[src/rtl/usart_tx_pkg.sv]
// Shared types and constants for the USART transmit frame controller.
// FRAME_BITS grows to 11 when USART_TX_PARITY_EN is defined.
package usart_tx_pkg;

  typedef enum logic [2:0] {
    IDLE   = 3'd0,
    LOAD   = 3'd1,
    START  = 3'd2,
    DATA   = 3'd3,
    STOP   = 3'd4,
    PARITY = 3'd5
  } tx_state_t;

  localparam int DATA_BITS = 8;

`ifdef USART_TX_PARITY_EN
  localparam int FRAME_BITS = 11;
`else
  localparam int FRAME_BITS = 10;
`endif

  localparam logic LINE_IDLE  = 1'b1;
  localparam logic LINE_START = 1'b0;

endpackage

[src/rtl/usart_baud_tick.sv]
// Bit-period counter: counts 0..CLKS_PER_BIT-1, wraps, and flags the last
// (tick) and second-to-last (pre_tick) cycle of each period.
module usart_baud_tick #(
  parameter int CLKS_PER_BIT = 434,
  parameter int CNT_W        = 9
) (
  input  logic clk,
  input  logic rst,
  input  logic restart,
  output logic tick,
  output logic pre_tick
);

  localparam logic [CNT_W-1:0] LAST = CNT_W'(CLKS_PER_BIT - 1);
  localparam logic [CNT_W-1:0] PRE  = CNT_W'(CLKS_PER_BIT - 2);

  logic [CNT_W-1:0] cnt;

  always_ff @(posedge clk or posedge rst) begin
    if (rst) begin
      cnt <= '0;
    end else if (restart || cnt == LAST) begin
      cnt <= '0;
    end else begin
      cnt <= cnt + 1'b1;
    end
  end

  assign tick     = (cnt == LAST);
  assign pre_tick = (cnt == PRE);

endmodule

[src/rtl/usart_tx_frame_ctrl.sv]
// USART transmit frame controller driving an external 8-bit PISO register.
// Optional even-parity bit between data and stop: define USART_TX_PARITY_EN.
module usart_tx_frame_ctrl
  import usart_tx_pkg::*;
#(
  parameter int CLKS_PER_BIT = 434,
  parameter int CNT_W        = 9
) (
  input  logic       CLK,
  input  logic       CLR,
  input  logic [7:0] DATA_IN,
  input  logic       DATA_VALID,
  output logic       DATA_READY,
  output logic [7:0] PAR_OUT,
  output logic       SHIFT_MODE,
  output logic       SR_CE,
  input  logic       SERIAL_IN,
  output logic       TX_LINE,
  output logic       BUSY,
  output logic       DONE
);

  localparam logic [2:0] LAST_BIT    = 3'(DATA_BITS - 1);
  localparam bit         PARITY_SLOT = (FRAME_BITS > DATA_BITS + 2);

  tx_state_t  state;
  logic [2:0] bit_cnt;
  logic       tick;
  logic       pre_tick;
  logic       restart;

  // Holding the counter at zero until START begins aligns every bit period
  // to the state transitions.
  assign restart = (state == IDLE) || (state == LOAD);

  usart_baud_tick #(
    .CLKS_PER_BIT(CLKS_PER_BIT),
    .CNT_W       (CNT_W)
  ) u_baud (
    .clk     (CLK),
    .rst     (CLR),
    .restart (restart),
    .tick    (tick),
    .pre_tick(pre_tick)
  );

  // Pulse outputs (SR_CE, DONE) are set on pre_tick so that, being
  // registered, they are high exactly in the last cycle of a bit period.
  always_ff @(posedge CLK or posedge CLR) begin
    if (CLR) begin
      state      <= IDLE;
      bit_cnt    <= '0;
      TX_LINE    <= LINE_IDLE;
      DATA_READY <= 1'b1;
      PAR_OUT    <= '0;
      SHIFT_MODE <= 1'b0;
      SR_CE      <= 1'b0;
      BUSY       <= 1'b0;
      DONE       <= 1'b0;
    end else begin
      SR_CE <= 1'b0;
      DONE  <= 1'b0;
      case (state)
        IDLE: begin
          TX_LINE <= LINE_IDLE;
          if (DATA_VALID) begin
            PAR_OUT    <= DATA_IN;
            DATA_READY <= 1'b0;
            SR_CE      <= 1'b1;
            SHIFT_MODE <= 1'b0;
            BUSY       <= 1'b1;
            state      <= LOAD;
          end
        end
        LOAD: begin
          TX_LINE    <= LINE_IDLE;
          SHIFT_MODE <= 1'b1;
          bit_cnt    <= '0;
          state      <= START;
        end
        START: begin
          TX_LINE <= LINE_START;
          if (tick) begin
            state <= DATA;
          end
        end
        DATA: begin
          TX_LINE <= SERIAL_IN;
          if (pre_tick && bit_cnt != LAST_BIT) begin
            SR_CE <= 1'b1;
          end
          if (tick) begin
            if (bit_cnt == LAST_BIT) begin
              state <= PARITY_SLOT ? PARITY : STOP;
            end else begin
              bit_cnt <= bit_cnt + 1'b1;
            end
          end
        end
`ifdef USART_TX_PARITY_EN
        PARITY: begin
          TX_LINE <= ^PAR_OUT;
          if (tick) begin
            state <= STOP;
          end
        end
`endif
        STOP: begin
          TX_LINE <= LINE_IDLE;
          if (pre_tick) begin
            DONE <= 1'b1;
          end
          if (tick) begin
            state      <= IDLE;
            DATA_READY <= 1'b1;
            BUSY       <= 1'b0;
            SHIFT_MODE <= 1'b0;
          end
        end
        default: begin
          state      <= IDLE;
          TX_LINE    <= LINE_IDLE;
          DATA_READY <= 1'b1;
          BUSY       <= 1'b0;
          SHIFT_MODE <= 1'b0;
        end
      endcase
    end
  end

endmodule

[config.mk]
export PLATFORM = sky130hd
export DESIGN_NAME = usart_tx_frame_ctrl
export DESIGN_NICKNAME = d
export VERILOG_FILES = /design/src/rtl/usart_tx_pkg.sv /design/src/rtl/usart_baud_tick.sv /design/src/rtl/usart_tx_frame_ctrl.sv
export SDC_FILE = /design/constraint.sdc
export NUM_CORES = 1
export LEC_CHECK = 0
export ABC_AREA = 1
export BUFFER_PORTS_ARGS = -buffer_cell sky130_fd_sc_hd__buf_2
export CAP_MARGIN = 30
export CORE_MARGIN = 2
export CORE_UTILIZATION = 25
export DETAILED_ROUTE_END_ITERATION = 8
export SETUP_SLACK_MARGIN = 0.05
export SLEW_MARGIN = 20
export SYNTH_ARGS = -nofsm -noshare
export SYNTH_HDL_FRONTEND = slang
export SYNTH_HIERARCHICAL = 1
export SYNTH_SLANG_ARGS = --single-unit
[constraint.sdc]
create_clock -name CLK -period 1.9 [get_ports CLK]
set_clock_uncertainty 0.05 [all_clocks]
set_input_delay 0.19 -clock CLK [delete_from_list [all_inputs] [get_ports CLK]]
set_output_delay 0.19 -clock CLK [all_outputs]
set_load 0.01 [all_outputs]
== Word level (Yosys, flattened, before mapping) ==
Cells that the tools add are included.

* Flip-flop bits (word level): 29

* Bitwise operators: 2
* Equality and inequality tests: 14
* Add/sub/neg operators: 2
* Muxes and demuxes: 23
* Reduce and logical (&&, ||, !) cells: 12

{| class="wikitable"
|+ Operators by type and width
! kind !! number
|-
| 2-to-1 mux 3 bit || 7
|-
| equality test 9 bit (second input constant) || 2
|-
| case mux 3 bit (5 select lines) || 1
|-
| != test 2 bit (second input constant) || 6
|-
| adder 9 x 1 -> 9 bit (second input constant) || 1
|-
| 2-to-1 mux 9 bit || 1
|-
| AND reduction 3 bit || 3
|-
| 2-to-1 mux 1 bit || 8
|-
| equality test 3 x 2 -> 1 bit (second input constant) || 2
|-
| equality test 3 bit (second input constant) || 2
|-
| case mux 1 bit (3 select lines) || 2
|-
| case mux 3 bit (2 select lines) || 1
|-
| AND reduction 5 bit || 1
|-
| case mux 1 bit (2 select lines) || 2
|-
| case mux 1 bit (4 select lines) || 1
|-
| adder 3 x 1 -> 3 bit (second input constant) || 1
|-
| equality test 3 x 1 -> 1 bit (second input constant) || 1
|-
| zero test 3 bit || 1
|-
| != test 3 bit (second input constant) || 1
|-
| OR reduction 3 bit || 1
|-
| logical OR 1 bit || 2
|-
| NOT 1 bit || 2
|-
| AND reduction 2 bit || 1
|-
| nonzero test 2 bit || 1
|-
| other kinds (2) || 2
|}

== Logic depth before layout (Yosys ltp) ==
* Word-level depth: 4
* Mapped depth: 12

== Modules after synthesis ==
The synthesis kept the hierarchy.

{| class="wikitable"
|+ Modules (own cells, without submodules)
! module !! area each (sq um) !! instances !! cells each
|-
| usart_tx_frame_ctrl || 973.4 || 1 || 113
|-
| usart_baud_tick || 536.8 || 1 || 73
|}

== Worst setup path before layout ==
No wires, ideal clock.

* Path type: register -> register
* Start: register u_baud.cnt[1]
* End: register SHIFT_MODE
* Slack: 0.404 ns
* Required time: 1.730 ns
* Clock period less this slack: 1.496 ns
* Cell stages (with the launch flop): 12
* Arrival: 1.326 ns
* Setup time: 0.120 ns
* Path buffers: 0
* Path through: dfrtp_1 > inv_1 > ha_1 > nand2_1 > nor2_1 > nand2_2 > inv_1 > inv_1 > nand3_1 > nand2_1 > o21ai_1 > nand2_1

* Cells in the longest elaborated chain, start to end: 3

{| class="wikitable"
|+ Ends and longest elaborated chain
! element !! RTL line !! source
|-
| start: declaration || usart_baud_tick.sv:17 || <nowiki>logic [CNT_W-1:0] cnt;</nowiki>
|-
| start signal: assignment || usart_baud_tick.sv:25 || <nowiki>cnt <= cnt + 1'b1;</nowiki>
|-
| equality test 9 bit || usart_baud_tick.sv:29 || <nowiki>assign tick = (cnt == LAST);</nowiki>
|-
| net tick || usart_tx_frame_ctrl.sv:28 || <nowiki>logic tick;</nowiki>
|-
| != test 2 bit (no source line) || - ||
|-
| AND reduction 3 bit (no source line) || - ||
|-
| end signal: assignment || usart_tx_frame_ctrl.sv:56 || <nowiki>SHIFT_MODE <= 1'b0;</nowiki>
|-
| end signal: assignment || usart_tx_frame_ctrl.sv:70 || <nowiki>SHIFT_MODE <= 1'b0;</nowiki>
|-
| end signal: assignment || usart_tx_frame_ctrl.sv:77 || <nowiki>SHIFT_MODE <= 1'b1;</nowiki>
|-
| end: declaration || usart_tx_frame_ctrl.sv:15 || <nowiki>output logic SHIFT_MODE,</nowiki>
|}

The timed path passes the listed nets, and every way through them passes these cells.
A chain may end at the register's enable or synchronous reset.

== Worst setup path in the final report ==
* Start: register u_baud.cnt[1]
* End: register state[0]

* Cells in the longest elaborated chain, start to end: 3
* Elaborated cells on any way between the ends: 5
* Classes of those cells: eq/ne: 4; reduce/logical: 1

{| class="wikitable"
|+ Ends and longest elaborated chain
! element !! RTL line !! source
|-
| equality test 9 bit * || usart_baud_tick.sv:29 ||
|-
| net tick || usart_tx_frame_ctrl.sv:28 ||
|-
| != test 2 bit (no source line) || - ||
|-
| AND reduction 5 bit (no source line) * || - ||
|-
| end signal: assignment || usart_tx_frame_ctrl.sv:94 || <nowiki>state <= PARITY_SLOT ? PARITY : STOP;</nowiki>
|-
| end: declaration || usart_tx_frame_ctrl.sv:26 || <nowiki>tx_state_t state;</nowiki>
|}

Mark *: on every way through the listed nets, which the timed path passes. The rest lies on a longest branch.

==> summary.md <==
The run finished with clean final reports. At the pin with the least slew margin, the transition time is 0.382 ns. The worst setup path is launched from a flop. At the worst endpoint, the arrival time is 1.74 ns. The tools report the number of hold violations in the final report as 0. After detailed routing, the number of remaining DRC violations is 0. The worst-case headroom to the max-slew limit came out at 74.5%.

Setup repair after global routing left no endpoint under its margin. Using the TritonRoute via totals, the vias-per-cell ratio works out to 4.21. The clock passes through at most 2 buffers. The count of TritonRoute iterations in the first routing pass is 4, and the post-synthesis sequential element count is 29.

The tools report the count of pins over their slew limit as 0. The number of levels in the clock H-tree was 2; the routability congestion estimate was 0.839. The biggest area contributor in the post-synthesis netlist is sky130_fd_sc_hd__dfrtp_1. The worst setup path is captured at a flop. Cell count after synthesis: 186. The count of nets left with antenna violations once routing finished came out at 0. The finished cells cover 0.00182 mm2. The die footprint was 0.00668 mm2. The critical path is of the flop to flop type. The tools report the number of antenna violations at the first check in global routing as 0. The tools report the starting density of the core as 25.7%. The tools report the peak clock frequency supported by timing as 616 MHz. Non-filler instance count after layout: 294. The logs give 0.625 mV for the maximum resistive drop on vdd and 0.972 nW for the static leakage. Relative to the synthesized area, the layout overhead comes to 20.7%. The residual overflow from global routing was 0; the post-layout net count was 235.

TritonCTS built the clock tree. The total wirelength of the detailed-routed design was 3.09 mm. The number of nets handed over by synthesis was 203. The floorplan step set the die height to 81.7 um. Across every metal layer, demand over resource in global routing totals 10.4%. The top-area cell type share of the netlist area was 44.7%; the proportion of power drawn by flip-flops and latches was 39.5%. The tools report the count of antenna diodes in the layout as 0.

Max-cap violations in this run came to 0. The switching fraction of total power works out to 41.7%. The tools report the CTS root buffer as sky130_fd_sc_hd__clkbuf_8.

The part of the Yosys area used for sequential elements is 48.2%, and the first-pass GRT wire length is 5.35 mm. The clock reaches the later pin of the worst-skew pair after 0.28 ns. The minimum period implied by the final worst setup slack was 1.62 ns. The final critical path takes up 85.5% of the cycle. The die is 81.7 um wide. Per report_power, the combinational group accounts for 40.5% of the total. In the final timing run, aggregate negative setup slack is 0 ns. After detailed routing, the average wire length per cell comes to 10.5 um. The number of cell rows is 28, and the ratio of total power to cell area is 1430 mW/mm2.

The logs give 0 for the number of endpoints failing setup at the final stage and 0 for the number of post-CTS setup repair buffers. Cells with a size suffix above 1 make up 22.8% of the layout. Highest net fanout along the worst path: 4. In the post-synthesis netlist, the biggest area contributors are sky130_fd_sc_hd__dfrtp_1 (45%), sky130_fd_sc_hd__nand2_1 (15%), sky130_fd_sc_hd__nand3_1 (7.0%), sky130_fd_sc_hd__inv_1 (5.7%), sky130_fd_sc_hd__ha_1 (4.1%). Clock-pin slew was measured on the worst setup and hold paths at 0.06 ns. Once placement finished, the instance area stood at 0.00172 mm2. The count of warnings emitted by yosys came out at 6. The detailed router placed 1239 vias in this run.

26 I/O pins were placed. After the first detailed-routing iteration, the DRC count stood at 48. The via count of the first global-routing pass was 1204. The placeable core region was 0.00589 mm2; the maximum number of pins on one net before global-route repair was 21. The clock network accounts for 20.0% of the total power. Net switching power figure: 1.09 mW. The netlist area before placement is 0.00151 mm2. The min-delay analysis places its worst path in the category input port to flop. The internal cell power was 1.52 mW; the worst endpoint required time was 2.02 ns. The number of clock sinks was 29; the number of buffer cells added on primary ports was 25. In this run, placement finished with an instance count of 285. After synthesis, the mean cell area works out to 8.12 um2.

Placed wire-length estimate: 2.32 mm. Number of buffers created by CTS: 5. The distinct cell type count after synthesis was 25.
==> registers in the layout, indices dropped and copies added, names as in the netlist <==
signal      count
SR_CE           1
PAR_OUT         8
BUSY            1
DONE            1
bit_cnt         3
TX_LINE         1
SHIFT_MODE      1
u_baud/cnt      9
state           3
DATA_READY      1
==> through the flow <==
step | worst slack [ns] | hold WS (ns) | utilization (%) | power, mW
after global placement | 0.283 | 0.131 | 29.2 | 2.07
after global routing | 0.0586 | 0.0648 | 31.0 | 2.85
final | 0.276 | 0.0624 | 31.0 | 2.61
after floorplan | 0.404 | -0.0321 | - | 1.80
after detailed placement | 0.257 | 0.138 | 29.2 | 2.09
after CTS | 0.247 | 0.0629 | 30.9 | 2.63
==> what timing repair did <==
item | CTS | global route
resized for setup | 0 | 2
hold buffers | 1 | 0
hold endpoints to repair | 27 | 0
endpoints found under the setup margin | 0 | 3
==> placed cells by master (no fill, tap or decap), types with 2 or more instances in the layout <==
master | synthesis | layout
sky130_fd_sc_hd__nand2_1 | 60 | 60
sky130_fd_sc_hd__dfrtp_1 | 27 | 26
sky130_fd_sc_hd__buf_2 | 1 | 25
sky130_fd_sc_hd__inv_1 | 23 | 23
sky130_fd_sc_hd__nand3_1 | 21 | 20
sky130_fd_sc_hd__nor2_1 | 15 | 15
sky130_fd_sc_hd__o21ai_0 | 6 | 6
sky130_fd_sc_hd__clkbuf_8 | 0 | 6
sky130_fd_sc_hd__ha_1 | 5 | 5
sky130_fd_sc_hd__nor2_2 | 3 | 3
sky130_fd_sc_hd__dfstp_2 | 2 | 2
sky130_fd_sc_hd__nor2_4 | 2 | 2
sky130_fd_sc_hd__inv_2 | 2 | 2
sky130_fd_sc_hd__nand2_4 | 2 | 2
sky130_fd_sc_hd__nand3_2 | 1 | 2
sky130_fd_sc_hd__nor4_1 | 2 | 2
sky130_fd_sc_hd__clkbuf_1 | 0 | 2
sky130_fd_sc_hd__buf_4 | 0 | 2
sky130_fd_sc_hd__nand2_2 | 2 | 2
sky130_fd_sc_hd__a21oi_1 | 2 | 2
sky130_fd_sc_hd__xnor2_1 | 2 | 2
==> power by group through the flow <==
stage                     Combinational (mW)  Clock (mW)  Sequential (mW)
after floorplan                        0.773           0             1.03
after global placement                  1.05           0             1.03
after detailed placement                1.06           0             1.03
after CTS                               1.06       0.538             1.02
after global routing                    1.22       0.571             1.06
final                                   1.05       0.522             1.03
==> cell usage after synthesis <==
cell type / count
sky130_fd_sc_hd__nand3_1: 21
sky130_fd_sc_hd__inv_2: 2
sky130_fd_sc_hd__inv_1: 23
sky130_fd_sc_hd__nor2_8: 1
sky130_fd_sc_hd__o31ai_1: 1
sky130_fd_sc_hd__nand2_1: 60
sky130_fd_sc_hd__o21bai_1: 1
sky130_fd_sc_hd__nor2_2: 3
sky130_fd_sc_hd__nand2_2: 2
sky130_fd_sc_hd__nor4_1: 2
sky130_fd_sc_hd__dfstp_2: 2
sky130_fd_sc_hd__o21ai_0: 6
sky130_fd_sc_hd__nor2_4: 2
sky130_fd_sc_hd__dfrtp_1: 27
sky130_fd_sc_hd__xnor2_1: 2
sky130_fd_sc_hd__nor2_1: 15
sky130_fd_sc_hd__a21oi_1: 2
sky130_fd_sc_hd__nand3_2: 1
sky130_fd_sc_hd__xor2_1: 1
sky130_fd_sc_hd__buf_6: 2
sky130_fd_sc_hd__nand2_4: 2
sky130_fd_sc_hd__a31oi_1: 1
sky130_fd_sc_hd__o21ai_1: 1
sky130_fd_sc_hd__buf_2: 1
sky130_fd_sc_hd__ha_1: 5
==> area by class of cell <==
type	instances	area, um2
inverters	25	93.8
fillers	644	4060
multi-input cells	129	666
well taps	75	93.8
clock buffers	8	90.1
repair buffers	28	150
flip-flops and latches	29	729
==> critical path: stages (launching register included) <==
cell and delay (ns):
sky130_fd_sc_hd__dfrtp_1 0.39, sky130_fd_sc_hd__inv_1 0.08, sky130_fd_sc_hd__ha_1 0.14, sky130_fd_sc_hd__nand2_1 0.05, sky130_fd_sc_hd__nor2_1 0.13, sky130_fd_sc_hd__nand2_2 0.09, sky130_fd_sc_hd__inv_1 0.08, sky130_fd_sc_hd__inv_1 0.08
sky130_fd_sc_hd__nand3_1 0.13, sky130_fd_sc_hd__nand3_1 0.09, sky130_fd_sc_hd__o21bai_1 0.14, sky130_fd_sc_hd__nand2_1 0.06
==> path summary, 6_finish.rpt <==
path | start | endpoint | slack, ns | cells after the start
min in group asynchronous | CLR | u_baud/cnt[4]$_DFF_PP0_ | 0.36 | 3
setup / recovery | u_baud/cnt[1]$_DFF_PP0_ | state[0]$_DFFE_PP0P_ | 0.28 | 11
hold / removal | SERIAL_IN | TX_LINE$_DFF_PP1_ | 0.06 | 3
hold reg to reg | PAR_OUT[7]$_DFFE_PP0P_ | PAR_OUT[7]$_DFFE_PP0P_ | 0.42 | 2
max in group asynchronous | CLR | TX_LINE$_DFF_PP1_ | 1.10 | 4
setup reg to reg | u_baud/cnt[1]$_DFF_PP0_ | state[0]$_DFFE_PP0P_ | 0.28 | 11
==> layer usage <==
layer | share of wire (%) | routed length (um) | vias up | global-route usage (%)
li1 | - | - | 648 | -
met1 | 44 | 1370 | 560 | 12.6
met2 | 48 | 1500 | 26 | 17.1
met3 | 5.4 | 168 | 5 | 2.86
met4 | 1.7 | 53 | 0 | 5.17
met5 | 0 | 0 | - | 0
==> kinds of logic after synthesis <==
| kind of cell | after synthesis | synth area share (%) |
|---|---|---|
| buf+inv | 28 | 8.04 |
| xor+xnor | 3 | 1.74 |
| flops | 29 | 48.2 |
| simple gates | 109 | 33.5 |
| fa+ha+maj | 5 | 4.14 |
| compound gates | 12 | 4.39 |
(Power assumes the default switching activity.)
